**config.mk**
```make
export PLATFORM = sky130hd
export DESIGN_NAME = cyclic_lamp
export DESIGN_NICKNAME = d
export VERILOG_FILES = /design/src/rtl/cyclic_lamp.sv
export SDC_FILE = /design/constraint.sdc
export NUM_CORES = 1
export LEC_CHECK = 0
export CAP_MARGIN = 20
export CORE_MARGIN = 5
export CORE_UTILIZATION = 60
export CTS_CLUSTER_DIAMETER = 30
export CTS_CLUSTER_SIZE = 8
export DETAILED_ROUTE_END_ITERATION = 10
export GPL_ROUTABILITY_DRIVEN = 0
export HOLD_SLACK_MARGIN = 0.12
export PLACE_DENSITY = 0.83
export SLEW_MARGIN = 20
export SYNTH_ARGS = -nofsm -noshare
export SYNTH_HDL_FRONTEND = slang
export SYNTH_SLANG_ARGS = --single-unit
```
**constraint.sdc**
```tcl
create_clock -name clk -period 3.2 [get_ports clk]
set_input_delay 0.32 -clock clk [delete_from_list [all_inputs] [get_ports clk]]
set_output_delay 0.32 -clock clk [all_outputs]
set_load 0.03 [all_outputs]
```
**src/rtl/cyclic_lamp.sv**
```systemverilog
`default_nettype none
// ============================================================================
//  Module   : cyclic_lamp
//  Purpose  : One-hot R/G/Y lamp sequencer with programmable per-phase dwell.
//  Revision : 1.0 - initial release
// ============================================================================
module cyclic_lamp #(
    parameter int RED_CYCLES    = 1,
    parameter int GREEN_CYCLES  = 1,
    parameter int YELLOW_CYCLES = 1
) (
    input  logic       clk,
    input  logic       rst,
    output logic [0:2] light
);

    // Dwell limits are stored as cycles-1; a parameter of 0 behaves like 1.
    localparam logic [15:0] c_red_lim    = (RED_CYCLES    <= 1) ? 16'd0 : 16'(RED_CYCLES    - 1);
    localparam logic [15:0] c_green_lim  = (GREEN_CYCLES  <= 1) ? 16'd0 : 16'(GREEN_CYCLES  - 1);
    localparam logic [15:0] c_yellow_lim = (YELLOW_CYCLES <= 1) ? 16'd0 : 16'(YELLOW_CYCLES - 1);

    localparam logic [1:0] c_st_red    = 2'd0;
    localparam logic [1:0] c_st_green  = 2'd1;
    localparam logic [1:0] c_st_yellow = 2'd2;

    logic [1:0]  r_state;
    logic [15:0] r_cnt;
    logic [0:2]  r_light;

    logic [1:0]  w_state_nxt;
    logic [15:0] w_cnt_nxt;
    logic [15:0] w_lim;
    logic        w_done;
    logic [0:2]  w_light_nxt;

    always_comb begin
        w_lim       = 16'd0;
        w_state_nxt = r_state;
        w_cnt_nxt   = r_cnt + 16'd1;

        case (r_state)
            c_st_red:    w_lim = c_red_lim;
            c_st_green:  w_lim = c_green_lim;
            c_st_yellow: w_lim = c_yellow_lim;
            default:     w_lim = 16'd0;
        endcase

        w_done = (r_cnt == w_lim);

        case (r_state)
            c_st_red: begin
                if (w_done) begin
                    w_state_nxt = c_st_green;
                    w_cnt_nxt   = 16'd0;
                end
            end
            c_st_green: begin
                if (w_done) begin
                    w_state_nxt = c_st_yellow;
                    w_cnt_nxt   = 16'd0;
                end
            end
            c_st_yellow: begin
                if (w_done) begin
                    w_state_nxt = c_st_red;
                    w_cnt_nxt   = 16'd0;
                end
            end
            default: begin
                // Unreachable encoding: recover to a clean Red phase.
                w_state_nxt = c_st_red;
                w_cnt_nxt   = 16'd0;
            end
        endcase

        case (w_state_nxt)
            c_st_green:  w_light_nxt = 3'b010;
            c_st_yellow: w_light_nxt = 3'b001;
            default:     w_light_nxt = 3'b100;
        endcase
    end

    always_ff @(posedge clk) begin
        if (rst) begin
            r_state <= c_st_red;
            r_cnt   <= 16'd0;
            r_light <= 3'b100;
        end else begin
            r_state <= w_state_nxt;
            r_cnt   <= w_cnt_nxt;
            r_light <= w_light_nxt;
        end
    end

    assign light = r_light;

endmodule
`default_nettype wire

```
# == Word-level counts from Yosys, hierarchy flattened ==
# Index checks and enable logic that the tools add are counted.
# word_totals
out_inout_bits,3
input_bits,2
reg_bits,21
# classes
n_addsub,1
n_eq_ne,4
mux,5
reduce_logical,4
n_bitwise,1
# ops
cell,count
$add A16 B1 Y16 const B,1
$logic_not A16 Y1,1
$mux W2,3
$pmux W2 S3,1
$pmux W3 S2,1
$reduce_or A3 Y1,2
$eq A2 B1 Y1 const B,2
$eq A2 B2 Y1 const B,2
$logic_not A2 Y1,1
$not A1 Y1,1

# == Depth between registers and ports, before layout ==
# depth
word_depth,5
ltp_mapped,8
ltp_nobuf,8

# == Worst setup path after synthesis ==
# Ideal clock, no wire load.
# synth_path
path_kind,reg2reg
start,register r_cnt[0]
end,register r_light (netlist bit light[0])
arrival_time_ns,1.830
required_time_ns,3.077
setup_slack_ns,1.247
path_stages_with_launch,9
path_cell_list,dfxtp_1 -> inv_1 -> ha_1 -> nor4b_2 -> nand4_2 -> xor2_1 -> or2_1 -> ha_1 -> or2_2
# synth_between
elab_chain_len,5
# synth_lines
element,line,text
start: declaration,27,logic [15:0] r_cnt;
start signal: assignment,90,r_cnt <= w_cnt_nxt;
$logic_not A16 Y1 (*),48,w_done = (r_cnt == w_lim);
"$mux W2, on equally long branches","64, 52, 58",
$pmux W2 S3 (*),50,case (r_state)
$eq A2 B2 Y1 / $eq A2 B1 Y1 (equally long branches),76,case (w_state_nxt)
$pmux W3 S2 (*),76,
net w_light_nxt (one bit),34,logic [0:2] w_light_nxt;
end signal: assignment,91,r_light <= w_light_nxt;
end: declaration,28,logic [0:2] r_light;
# Mark *: on every way through the listed nets, which the timed path passes. The rest lies on a longest branch.
# A chain may end at the register's enable or synchronous reset.

# == Worst setup path in the final report ==
# Ends and elaborated chain as after synthesis.

==> impl_metrics.tcl <==
set metrics [dict create \
    status "finished, final reports clean" \
    crit_type "reg -> reg" \
    track_usage_pct 13.8 \
    start_kind "register" \
    synth_seq_cells 21 \
    area_growth_pct 7.70 \
    grt_max_degree 16 \
    antenna_found_initial 0 \
    syn_area_per_cell_um2 9.46 \
    placed_area_um2 1020 \
    nNetsFinal 116 \
    synth_top_family_by_area "simple AND/OR/NAND/NOR gates" \
    dieHeight_um 50.3 \
    fin_setup_tns_ns 0 \
    crit_arrival_ns 2.28 \
    crit_chain "inv_1 > ha_1 > nor4b_2 > nand4_2 > xor2_1 > or2_1 > ha_1 > or2_2" \
    start_util_pct 64.0 \
    crit_family "simple AND/OR/NAND/NOR gates" \
    overflow 0 \
    cts_sinks 21 \
    worst-path-buf-inv 1 \
    syn-num-nets 109 \
    syn_area_um2 975 \
    setup_viol 0 \
    power_uw 420 \
    yosys.area_share.simple_pct 33.5 \
    yosys_warnings 0 \
    whs_path_depth 1 \
    synth-compound-area-share_pct 0.513 \
    slowest_delay_ns 0.37 \
    die_w_um 50.3 \
    clk_latency_ns 0.29 \
    fmax_ghz 0.479 \
    synth_flop_cell "dfxtp_1" \
    synth_cell_types 27 \
    final-max-slew-violation-count 0 \
    dr.pass1.iters 4 \
    io_buffers 4 \
    ctsRootBufferMaster "clkbuf_4" \
    drtAntennaViolNets 0 \
    end_kind "register" \
    synth.area.top_cells "dfxtp_1 (43%), xnor2_1 (7.2%), xor2_1 (6.3%)" \
    grtUsageMet3_pct 2.66 \
    crit_cells 8 \
    yosysSeqAreaShare_pct 43.1 \
    maxCapViolCount 0 \
    relSlewSlack_pct 74.4 \
    synth_fa_ha_area_share_pct 5.13 \
    syn_inst 103 \
    async_reset_ff_share_pct 0 \
    crit_required_ns 3.39 \
    synth_xor_area_share_pct 13.5 \
    coreArea_um2 1520 \
    rows 14 \
    critPathSlowestCell "dfxtp_1" \
    cts_tree "yes" \
    yosysTopAreaCell "dfxtp_1" \
    place_ws_ns 1.13 \
    wl_mm 1.48 \
    grt_pass1_vias 639 \
    fin_crit_sh_pct 65.3 \
    cts_max_path_buffers 2 \
    diodes 0 \
    worstPathMaxFanout 7 \
    leakagePower_nw 0.374 \
    htreeDepth 1 \
    cts-resized-gates 0 \
    ctsHoldBuffers 0 \
    synthDominantCellAreaShare_pct 43.1 \
    report.final.hold_viol_count 0 \
    die_area_um2 2530 \
    drt_iter0_markers 6 \
    drive_gt1_share_pct 12.8 \
    period_needed_ns 2.09 \
    clkTransAtPathRegs_ns 0.11 \
    reg2reg_depth 8 \
    synth_edf_count 0 \
    dp_hpwl_mm 1.12 \
    vias_per_cell 5.42 \
    stdcell_area_um2 1050 \
    gr-usage-met1_pct 19.1 \
    cp_common_cell "ha_1" \
    drc 0 \
    fin_ws_ns 1.11 \
    muxShareOfSynthArea_pct 1.03 \
    peakVddDrop_mv 0.384 \
    p_per_area_nw_per_um2 400 \
    skew_ns 0.00185 \
    via_count 678 \
    fin_util_pct 68.9 \
    globalRouteMet2Util_pct 19.5 \
    tightest_slew_ns 0.381 \
    busiest_layer "met2" \
    grt_first_pass_wirelength_mm 2.75 \
    rsz0062_at_grt "false" \
    numCtsBuffers 3 \
    detail_route.wl_per_cell_um 11.9 \
    cts_setup_buffers 0 \
    hp-class "reg -> reg" \
    pin_count 5 \
]
[sequential cells by signal, summed over array words and instances, names as in the netlist]
| register | cells |
|---|---|
| light | 3 |
| r_state | 2 |
| r_cnt | 16 |
[cells in the final DEF (no fill, tap or decap), types with 2 or more instances in the layout]
cell and count:
inv_1 5, nor4_1 6, clkdlybuf4s50_1 4, clkbuf_4 3
nor2_1 16, nand4_1 3, and3_1 2, ha_1 4
nand2_1 3, xnor2_1 8, nand3_1 5, nor3_1 3
xor2_1 7, dfxtp_1 21, nor2b_1 4, nor2_2 2
nand4_2 2
[final timing paths]
kind	start	to	slack, ns
worst max-delay path	r_cnt[0]	light[0]	1.11
worst min-delay path	r_cnt[0]	r_cnt[0]	0.51
worst max register to register	r_cnt[0]	light[0]	1.11
worst min register to register	r_cnt[0]	r_cnt[0]	0.51
[stage by stage]
stage               hold WS, ns  cells
finish                    0.505    125
global route              0.576    125
CTS                       0.509    125
detailed placement        0.483    121
global placement          0.480    121
floorplan                 0.392    103
[area by class of cell]
cell class	count	area, µm²
fillers	122	474
clock inverters	1	5.00
inverters	5	18.8
well taps	16	20.0
flip-flops and latches	21	420
clock buffers	3	22.5
multi-input cells	75	523
repair buffers	4	40.0
[where the power goes]
group          switching [mW]  leakage, nW  internal [mW]
clock network          0.0746       0.0177         0.0465
logic                  0.0153        0.186         0.0138
registers             0.00306        0.170          0.267
[cell families after synthesis]
kind of cell | Yosys count
buf+inv | 7
flops | 21
simple gates | 54
mux | 1
xor+xnor | 15
fa+ha+maj | 4
compound gates | 1
[cell usage after synthesis (all sizes together) (2+ instances only)]
cell type,instances
nor2b,4
nor3,3
xnor2,8
inv,5
ha,4
nor4,7
or2,2
nand2,4
nand3,5
nor2,18
dfxtp,21
and3,2
xor2,7
nand4,6
[layer usage]
layer	vias up	routed length, µm
li1	363	-
met1	302	760
met2	9	624
met3	4	55
met4	0	42
met5	-	0
(Power assumes the default switching activity.)
